===== src/rtl/iob_vexriscv_dbus_bridge_if.sv =====
// Signal bundle for the dBus-to-IOb bridge: VexRiscv simple dBus on the CPU side,
// IOb native request/response on the system side.
interface iob_vexriscv_dbus_bridge_if #(
    parameter int ADDR_W = 32,
    parameter int DATA_W = 32
);
    logic                dbus_cmd_valid;
    logic                dbus_cmd_ready;
    logic                dbus_cmd_wr;
    logic [ADDR_W-1:0]   dbus_cmd_address;
    logic [DATA_W-1:0]   dbus_cmd_data;
    logic [1:0]          dbus_cmd_size;
    logic                dbus_rsp_ready;
    logic                dbus_rsp_error;
    logic [DATA_W-1:0]   dbus_rsp_data;
    logic                iob_valid;
    logic [ADDR_W-1:0]   iob_address;
    logic [DATA_W-1:0]   iob_wdata;
    logic [DATA_W/8-1:0] iob_wstrb;
    logic                iob_ready;
    logic [DATA_W-1:0]   iob_rdata;

    // master: the bridge, which masters the IOb bus and serves the CPU dBus
    modport master (
        input  dbus_cmd_valid, dbus_cmd_wr, dbus_cmd_address, dbus_cmd_data, dbus_cmd_size,
        output dbus_cmd_ready, dbus_rsp_ready, dbus_rsp_error, dbus_rsp_data,
        output iob_valid, iob_address, iob_wdata, iob_wstrb,
        input  iob_ready, iob_rdata
    );

    // slave: the surrounding CPU and IOb slave seen from outside the bridge
    modport slave (
        output dbus_cmd_valid, dbus_cmd_wr, dbus_cmd_address, dbus_cmd_data, dbus_cmd_size,
        input  dbus_cmd_ready, dbus_rsp_ready, dbus_rsp_error, dbus_rsp_data,
        input  iob_valid, iob_address, iob_wdata, iob_wstrb,
        output iob_ready, iob_rdata
    );
endinterface


===== src/rtl/iob_vexriscv_dbus_bridge.sv =====
// Registered VexRiscv dBus to IOb bridge: one outstanding access, local rejection of
// misaligned/illegal commands, and a watchdog bounding every IOb access.
module iob_vexriscv_dbus_bridge #(
    parameter int                ADDR_W    = 32,
    parameter int                DATA_W    = 32,
    parameter int                TIMEOUT_W = 8,
    parameter logic [DATA_W-1:0] ERR_DATA  = 32'hDEADBEEF
) (
    input  logic                        clk,
    input  logic                        rst,
    iob_vexriscv_dbus_bridge_if.master  bus,
    output logic [7:0]                  err_count
);
    localparam int STRB_W = DATA_W / 8;
    // Last REQ cycle index before the watchdog gives up (2^TIMEOUT_W-1 cycles in total)
    localparam logic [TIMEOUT_W-1:0] TMO_LAST = {{(TIMEOUT_W-1){1'b1}}, 1'b0};

    typedef enum logic [1:0] {IDLE, REQ, RSP, ERR} state_t;

    state_t               state_q, state_d;
    logic                 wr_q, wr_d;
    logic [ADDR_W-1:0]    addr_q, addr_d;
    logic [DATA_W-1:0]    wdata_q, wdata_d;
    logic [STRB_W-1:0]    wstrb_q, wstrb_d;
    logic [DATA_W-1:0]    rdata_q, rdata_d;
    logic [TIMEOUT_W-1:0] tmo_q, tmo_d;
    logic [7:0]           err_q, err_d;
    logic                 err_inc;

    logic                 cmd_ready, iob_valid, rsp_ready, rsp_error;
    logic [DATA_W-1:0]    rsp_data;

    logic                 cmd_illegal;
    logic [STRB_W-1:0]    base_mask, cmd_mask;
    logic [DATA_W-1:0]    wdata_rep;

    assign cmd_illegal = (bus.dbus_cmd_size == 2'd3)
                      || (bus.dbus_cmd_size == 2'd2 && bus.dbus_cmd_address[1:0] != 2'b00)
                      || (bus.dbus_cmd_size == 2'd1 && bus.dbus_cmd_address[0]);

    always_comb begin
        case (bus.dbus_cmd_size)
            2'd0:    base_mask = STRB_W'(4'h1);
            2'd1:    base_mask = STRB_W'(4'h3);
            default: base_mask = STRB_W'(4'hF);
        endcase
    end

    assign cmd_mask = base_mask << bus.dbus_cmd_address[1:0];

    // Each lane carries the store data replicated so the strobed lane always holds it
    genvar gi;
    generate
        for (gi = 0; gi < STRB_W; gi++) begin : g_lane
            assign wdata_rep[gi*8 +: 8] =
                (bus.dbus_cmd_size == 2'd0) ? bus.dbus_cmd_data[7:0] :
                (bus.dbus_cmd_size == 2'd1) ? bus.dbus_cmd_data[(gi%2)*8 +: 8] :
                                              bus.dbus_cmd_data[gi*8 +: 8];
        end
    endgenerate

    always_ff @(posedge clk or negedge rst) begin
        if (!rst) begin
            state_q <= IDLE;
            wr_q    <= 1'b0;
            addr_q  <= '0;
            wdata_q <= '0;
            wstrb_q <= '0;
            rdata_q <= '0;
            tmo_q   <= '0;
            err_q   <= '0;
        end else begin
            state_q <= state_d;
            wr_q    <= wr_d;
            addr_q  <= addr_d;
            wdata_q <= wdata_d;
            wstrb_q <= wstrb_d;
            rdata_q <= rdata_d;
            tmo_q   <= tmo_d;
            err_q   <= err_d;
        end
    end

    always_comb begin
        state_d   = state_q;
        wr_d      = wr_q;
        addr_d    = addr_q;
        wdata_d   = wdata_q;
        wstrb_d   = wstrb_q;
        rdata_d   = rdata_q;
        tmo_d     = tmo_q;
        err_inc   = 1'b0;
        cmd_ready = 1'b0;
        iob_valid = 1'b0;
        rsp_ready = 1'b0;
        rsp_error = 1'b0;
        rsp_data  = '0;
        case (state_q)
            IDLE: begin
                cmd_ready = 1'b1;
                if (bus.dbus_cmd_valid) begin
                    wr_d    = bus.dbus_cmd_wr;
                    addr_d  = {bus.dbus_cmd_address[ADDR_W-1:2], 2'b00};
                    wdata_d = wdata_rep;
                    wstrb_d = bus.dbus_cmd_wr ? cmd_mask : '0;
                    tmo_d   = '0;
                    state_d = cmd_illegal ? ERR : REQ;
                end
            end
            REQ: begin
                iob_valid = 1'b1;
                // ready takes priority over a watchdog expiring in the same cycle
                if (bus.iob_ready) begin
                    rdata_d = bus.iob_rdata;
                    state_d = wr_q ? IDLE : RSP;
                end else if (tmo_q == TMO_LAST) begin
                    err_inc = wr_q;
                    state_d = wr_q ? IDLE : ERR;
                end else begin
                    tmo_d = tmo_q + TIMEOUT_W'(1);
                end
            end
            RSP: begin
                rsp_ready = 1'b1;
                rsp_data  = rdata_q;
                state_d   = IDLE;
            end
            ERR: begin
                rsp_ready = !wr_q;
                rsp_error = !wr_q;
                rsp_data  = wr_q ? '0 : ERR_DATA;
                err_inc   = 1'b1;
                state_d   = IDLE;
            end
            default: state_d = IDLE;
        endcase
        err_d = (err_inc && err_q != 8'hFF) ? err_q + 8'd1 : err_q;
    end

    assign bus.dbus_cmd_ready = cmd_ready;
    assign bus.dbus_rsp_ready = rsp_ready;
    assign bus.dbus_rsp_error = rsp_error;
    assign bus.dbus_rsp_data  = rsp_data;
    assign bus.iob_valid      = iob_valid;
    assign bus.iob_address    = addr_q;
    assign bus.iob_wdata      = wdata_q;
    assign bus.iob_wstrb      = wstrb_q;
    assign err_count          = err_q;
endmodule


===== src/flat_wrapper.sv =====
// flat-port wrapper written by rule: the top's interface ports become plain ports
module iob_vexriscv_dbus_bridge_flat 
#(
    parameter int                ADDR_W    = 32,
    parameter int                DATA_W    = 32,
    parameter int                TIMEOUT_W = 8,
    parameter logic [DATA_W-1:0] ERR_DATA  = 32'hDEADBEEF
)
  (clk, rst, err_count, bus_dbus_cmd_valid, bus_dbus_cmd_wr, bus_dbus_cmd_address, bus_dbus_cmd_data, bus_dbus_cmd_size, bus_dbus_cmd_ready, bus_dbus_rsp_ready, bus_dbus_rsp_error, bus_dbus_rsp_data, bus_iob_valid, bus_iob_address, bus_iob_wdata, bus_iob_wstrb, bus_iob_ready, bus_iob_rdata);
  iob_vexriscv_dbus_bridge_if #(.ADDR_W(ADDR_W), .DATA_W(DATA_W)) bus_i ();
  input  logic clk;
  input  logic rst;
  output logic [7:0] err_count;
  input wire logic [$bits(bus_i.dbus_cmd_valid)-1:0] bus_dbus_cmd_valid;
  input wire logic [$bits(bus_i.dbus_cmd_wr)-1:0] bus_dbus_cmd_wr;
  input wire logic [$bits(bus_i.dbus_cmd_address)-1:0] bus_dbus_cmd_address;
  input wire logic [$bits(bus_i.dbus_cmd_data)-1:0] bus_dbus_cmd_data;
  input wire logic [$bits(bus_i.dbus_cmd_size)-1:0] bus_dbus_cmd_size;
  output wire logic [$bits(bus_i.dbus_cmd_ready)-1:0] bus_dbus_cmd_ready;
  output wire logic [$bits(bus_i.dbus_rsp_ready)-1:0] bus_dbus_rsp_ready;
  output wire logic [$bits(bus_i.dbus_rsp_error)-1:0] bus_dbus_rsp_error;
  output wire logic [$bits(bus_i.dbus_rsp_data)-1:0] bus_dbus_rsp_data;
  output wire logic [$bits(bus_i.iob_valid)-1:0] bus_iob_valid;
  output wire logic [$bits(bus_i.iob_address)-1:0] bus_iob_address;
  output wire logic [$bits(bus_i.iob_wdata)-1:0] bus_iob_wdata;
  output wire logic [$bits(bus_i.iob_wstrb)-1:0] bus_iob_wstrb;
  input wire logic [$bits(bus_i.iob_ready)-1:0] bus_iob_ready;
  input wire logic [$bits(bus_i.iob_rdata)-1:0] bus_iob_rdata;
  assign bus_i.dbus_cmd_valid = bus_dbus_cmd_valid;
  assign bus_i.dbus_cmd_wr = bus_dbus_cmd_wr;
  assign bus_i.dbus_cmd_address = bus_dbus_cmd_address;
  assign bus_i.dbus_cmd_data = bus_dbus_cmd_data;
  assign bus_i.dbus_cmd_size = bus_dbus_cmd_size;
  assign bus_dbus_cmd_ready = bus_i.dbus_cmd_ready;
  assign bus_dbus_rsp_ready = bus_i.dbus_rsp_ready;
  assign bus_dbus_rsp_error = bus_i.dbus_rsp_error;
  assign bus_dbus_rsp_data = bus_i.dbus_rsp_data;
  assign bus_iob_valid = bus_i.iob_valid;
  assign bus_iob_address = bus_i.iob_address;
  assign bus_iob_wdata = bus_i.iob_wdata;
  assign bus_iob_wstrb = bus_i.iob_wstrb;
  assign bus_i.iob_ready = bus_iob_ready;
  assign bus_i.iob_rdata = bus_iob_rdata;
  iob_vexriscv_dbus_bridge #(.ADDR_W(ADDR_W), .DATA_W(DATA_W), .TIMEOUT_W(TIMEOUT_W), .ERR_DATA(ERR_DATA)) u_core (.clk(clk), .rst(rst), .bus(bus_i), .err_count(err_count));
endmodule

===== config.mk =====
export PLATFORM = sky130hd
export DESIGN_NAME = iob_vexriscv_dbus_bridge_flat
export DESIGN_NICKNAME = d
export VERILOG_FILES = /design/src/rtl/iob_vexriscv_dbus_bridge_if.sv /design/src/rtl/iob_vexriscv_dbus_bridge.sv /design/src/flat_wrapper.sv
export SDC_FILE = /design/constraint.sdc
export NUM_CORES = 1
export LEC_CHECK = 0
export CAP_MARGIN = 40
export CORE_ASPECT_RATIO = 1.5
export CORE_MARGIN = 5
export CORE_UTILIZATION = 47
export DETAILED_ROUTE_END_ITERATION = 10
export GPL_TIMING_DRIVEN = 0
export PLACE_DENSITY = 0.87
export SLEW_MARGIN = 5
export SYNTH_ARGS = -nofsm -noshare
export SYNTH_HDL_FRONTEND = slang
export SYNTH_SLANG_ARGS = --single-unit
export TNS_END_PERCENT = 5

===== constraint.sdc =====
create_clock -name clk -period 4.8 [get_ports clk]
set_input_delay 0.96 -clock clk [delete_from_list [all_inputs] [get_ports clk]]
set_output_delay 0.96 -clock clk [all_outputs]
set_load 0.02 [all_outputs]

* Word-level counts from Yosys, hierarchy flattened
Index checks and enable logic that the tools add are counted.
** Operators by class
- Add/subtract/negate cells :: 2
- Eq/ne operators :: 12
- Shift operators :: 1
- Muxes and demuxes :: 27
- Reductions and logical operators :: 15
** Operator list (count)
- two-way mux 8 bit :: 8
- one-hot mux 32 bit (2 select lines) :: 1
- two-way mux 32 bit :: 1
- adder 8 x 1 -> 8 bit (second input constant) :: 2
- one-hot mux 8 bit (2 select lines) :: 1
- two-way mux 2 bit :: 6
- equality test 2 bit (second input constant) :: 4
- equality test 8 bit (second input constant) :: 1
- != test 8 bit (second input constant) :: 1
- one-hot mux 4 bit (2 select lines) :: 1
- != test 2 bit (second input constant) :: 3
- one-hot mux 2 bit (3 select lines) :: 1
- AND reduction 2 bit :: 3
- two-way mux 1 bit :: 5
- equality test 2 x 1 -> 1 bit (second input constant) :: 2
- logical NOT 2 bit :: 2
- two-way mux 4 bit :: 1
- one-hot mux 1 bit (2 select lines) :: 2
- AND reduction 4 bit :: 1
- nonzero test 2 bit :: 2
- << shifter 4 x 2 -> 4 bit :: 1
- logical AND 1 bit :: 3
- != test 3 x 2 -> 1 bit (second input constant) :: 1
- logical OR 1 bit :: 2
- 2 further kinds :: 2
** Storage, ports and cells
- Register bits :: 117
- Input bits :: 103
- Output and inout port bits :: 112
- Logic and storage cells :: 65

* Logic depth before layout (Yosys ltp)
- Depth in word-level cells :: 7
- Gate-level depth with buffers :: 7
- Depth with buffers taken out :: 6

* Least setup slack after synthesis
Ideal clock, no wire load.
- Path kind :: reg2out
- From :: register u_core.state_q[0]
- To :: output bus_dbus_rsp_data[18]
- Data arrival time :: 1.417 ns
- Required time :: 3.840 ns
- Setup slack :: 2.423 ns
- Stages on the path, launching flop included :: 5
- Cell sequence :: dfrtp_1 > buf_4 > clkbuf_1 > a21oi_2 > o21a_1
** Between the ends
- Word-level cells in the longest chain between the ends :: 2
- Elaborated cells on any way between the ends :: 3
- Those cells by class :: eq/ne (2); mux (1)
** Ends and longest elaborated chain
- start: declaration :: line iob_vexriscv_dbus_bridge.sv:20 : state_t state_q, state_d;
- start signal: assignment :: line iob_vexriscv_dbus_bridge.sv:73 : state_q <= state_d;
- equality test 2 bit :: line iob_vexriscv_dbus_bridge.sv:98 : case (state_q)
- one-hot mux 32 bit (2 select lines) * :: line iob_vexriscv_dbus_bridge.sv:98
- end: declaration :: line flat_wrapper.sv:22 : output wire logic [$bits(bus_i.dbus_rsp_data)-1:0] bus_dbus_rsp_data;
Every way passes the cells marked *; elsewhere a longest branch is shown, timed or not.

* Final worst setup path
- From :: register u_core.state_q[1]
- To :: output bus_dbus_rsp_data[0]
The elaborated chain is that of the path after synthesis.

==> impl_metrics.ini <==
[placement]
pre_cts_ws_ns = 1.68
place_area_um2 = 7600
place_congestion = 0.925
dp_hpwl_um = 12500
io_buffer_count = 211

[route]
ant_nets = 0
avgRoutedWirePerCell_um = 18.2
drc_errors = 0
vias = 4681
vias_per_cell = 5.18
drt_iter0_drc = 155
wl_um = 16400
first_pass_iters = 4

[critical_path]
rr_worst_depth = 5
crit_family = buffers and inverters
crit_chain = clkbuf_8 -> inv_1 -> nor2_1 -> clkbuf_1 -> a21o_1 -> clkdlybuf4s50_1
cp-end-kind = output pin
criticalPathCategory = flop to output pin
crit_required_ns = 3.84
critical_path_depth = 6
slowest_stage = clkdlybuf4s50_1
crit_buf_inv = 4
crit_path_start_kind = flop
critPathArrivalTime_ns = 2.59
cpPeakStageDelay_ns = 0.64
crit_fanout = 10

[synthesis]
synth_edf_count = 0
yosys_warnings = 0
yosysTopAreaCellShare = 0.556
synth_cells = 511
synth_seq_area_share = 0.556
ys.flop_type = dfrtp_1
synth_top_cells_by_count = 150 x nand2_1, 117 x dfrtp_1, 33 x mux2_2
synth_top_area_cell = dfrtp_1
async_reset_ff_frac = 1.00
synth_area_leaders = dfrtp_1 56%, nand2_1 11%, mux2_2 7.1%, mux2i_1 4.6%, o21ai_0 3.0%
yosysMostFrequentCell = nand2_1
synth_cell_types = 46
syn_area_um2 = 5270
postSynthAreaPerCell_um2 = 10.3
ys_ff_latch = 117

[clocking]
clk_latency_ns = 0.41
cts_setup_buffers = 0
cts_resized = 0
clock_path_buffers = 2
clk_pin_slew_ns = 0.05
clock-sinks = 117
cts_tree = built
cts_made_buffers = 17
h-tree-depth = 4
hold_buffers = 0
cts_root_buf = clkbuf_16

[global_route]
grt_max_degree = 62
grt_pass1_wl_um = 26300
grt-ovfl-total = 0
met2_usage = 0.445
grt_use_met1 = 0.269
grt_pass1_vias = 5097
met3_usage = 0.0707
grtUsageTotal = 0.256
antenna_found_initial = 1
gr-max-usage-layer = met2

[floorplan]
rows = 47
dieArea_um2 = 13500
core_area_um2 = 11000
die_y_um = 140
ioPinCount = 215
die_w_um = 96.4
initial_utilization = 0.479

[timing]
fin_crit_sh = 0.739
worst_pin_slew_ns = 0.698
finalWorstSetupSlack_ns = 1.25
slew_violations = 0
hold_viol_final = 0
fin_skew_ns = 0.00863
min_period_ns = 3.55
clock.fmax_ghz = 0.282
hold_ws_ns = 0.472
worst_slew_margin_rel = 0.533
tns_ns = 0
finalSetupViolations = 0
rsz0062_at_grt = no

[final_layout]
seq_area_um2 = 2930
drive_above_1_share = 0.118
multi_input_area_um2 = 2190
fin_nets = 849
area_growth_pct = 55.4
stdcell_area_um2 = 8190
fillers = 748

[worst_hold_path]
min_path_type = flop to flop
holdPathStages = 2

[outcome]
status = completed

[power]
power.leakage_nw = 3.80
powerDensity_nw_per_um2 = 651
peakVddDrop_mv = 0.390

[flow_run]
drv_cap = 0
==> metrics by stage <==
step	util	instances	power, W
floorplan	-	512	0.00290
global placement	0.688	870	0.00400
detailed placement	0.691	871	0.00410
CTS	0.744	903	0.00537
global route	0.744	904	0.00562
finish	0.744	904	0.00533
==> report_power, final <==
part           internal [W]  switching (W)  total, W
Combinational       0.00113        0.00128   0.00241
Clock              0.000814       0.000435   0.00125
Sequential          0.00142       0.000250   0.00167
Total               0.00337        0.00196   0.00533
==> per-layer routing <==
layer,routed length (um),part of all wire,vias up
met5,0,0,-
met4,785,0.048,0
met3,1020,0.062,51
met2,8890,0.54,174
met1,5710,0.35,2278
li1,-,-,2178
==> worst min-delay path: cells and delay by family, from the launching register on <==
| family | cells | cell delay [ns] |
|---|---|---|
| DFF | 1 | 0.33 |
| and+or+nand+nor | 2 | 0.11 |
==> placed cells by master (no fill, tap or decap), types with 2 or more instances in the layout <==
cell | netlist | routed
conb_1 | 1 | 2
dfrtp_1 | 117 | 117
clkbuf_8 | 1 | 5
inv_1 | 4 | 4
mux2_2 | 33 | 33
ha_1 | 3 | 3
nand4_1 | 5 | 5
or3_1 | 2 | 2
clkbuf_16 | 0 | 17
bufinv_16 | 0 | 2
nor2_1 | 19 | 19
buf_2 | 9 | 9
mux2i_1 | 24 | 24
clkdlybuf4s50_1 | 0 | 210
o21a_1 | 8 | 8
nor4_1 | 3 | 3
a21oi_1 | 10 | 10
and4_2 | 2 | 2
o311ai_0 | 2 | 2
clkbuf_1 | 16 | 18
a21o_1 | 17 | 17
and2_1 | 11 | 11
o21ai_0 | 32 | 32
clkinvlp_4 | 0 | 2
xor2_1 | 10 | 10
o211ai_1 | 2 | 2
nand3_1 | 6 | 6
clkinv_2 | 0 | 5
nand2_1 | 150 | 150
buf_4 | 3 | 3
==> layout make-up <==
type	instances	share of cell area
Multi-Input combinational cell	362	0.267
Timing Repair Buffer	212	0.262
Buffer	29	0.0173
Clock buffer	23	0.0596
Sequential cell	117	0.358
Inverter	4	0.00183
Clock inverter	9	0.0122
Tap cell	147	0.0225
Antenna cell	1	0.000306
==> kinds of logic (layout without fill, tap and decap cells) <==
logic type,Yosys count,in the layout,share of synthesized area
xor+xnor,11,11,0.0183
fa+ha+maj,3,3,0.00713
simple gates,212,212,0.180
mux,57,57,0.116
other cells,1,3,0.000712
flops,117,117,0.556
buf+inv,33,277,0.0297
compound gates,77,77,0.0926
==> final timing paths <==
kind,slack (ns),end,startpoint
min in group asynchronous,0.52,u_core.bus.iob_address[5]$_DFFE_PN0P_,rst
hold reg to reg,0.47,u_core.bus.iob_wdata[1]$_DFFE_PN0P_,u_core.bus.iob_wdata[1]$_DFFE_PN0P_
hold / removal,0.47,u_core.bus.iob_wdata[1]$_DFFE_PN0P_,u_core.bus.iob_wdata[1]$_DFFE_PN0P_
setup / recovery,1.25,bus_dbus_rsp_data[0],u_core.state_q[1]$_DFFE_PN0P_
max in group asynchronous,3.59,u_core.tmo_q[5]$_DFFE_PN0P_,rst
setup reg to reg,2.96,u_core.bus.iob_address[20]$_DFFE_PN0P_,u_core.state_q[0]$_DFFE_PN0P_
==> flip-flops by register name, summed over array words and instances (netlist names) <==
register,count
u_core.bus.iob_address,30
u_core.bus.iob_wdata,32
u_core.bus.iob_wstrb,4
u_core.err_count,8
u_core.rdata_q,32
u_core.state_q,2
u_core.tmo_q,8
u_core.wr_q,1
Power figures use the tool's default switching activity.
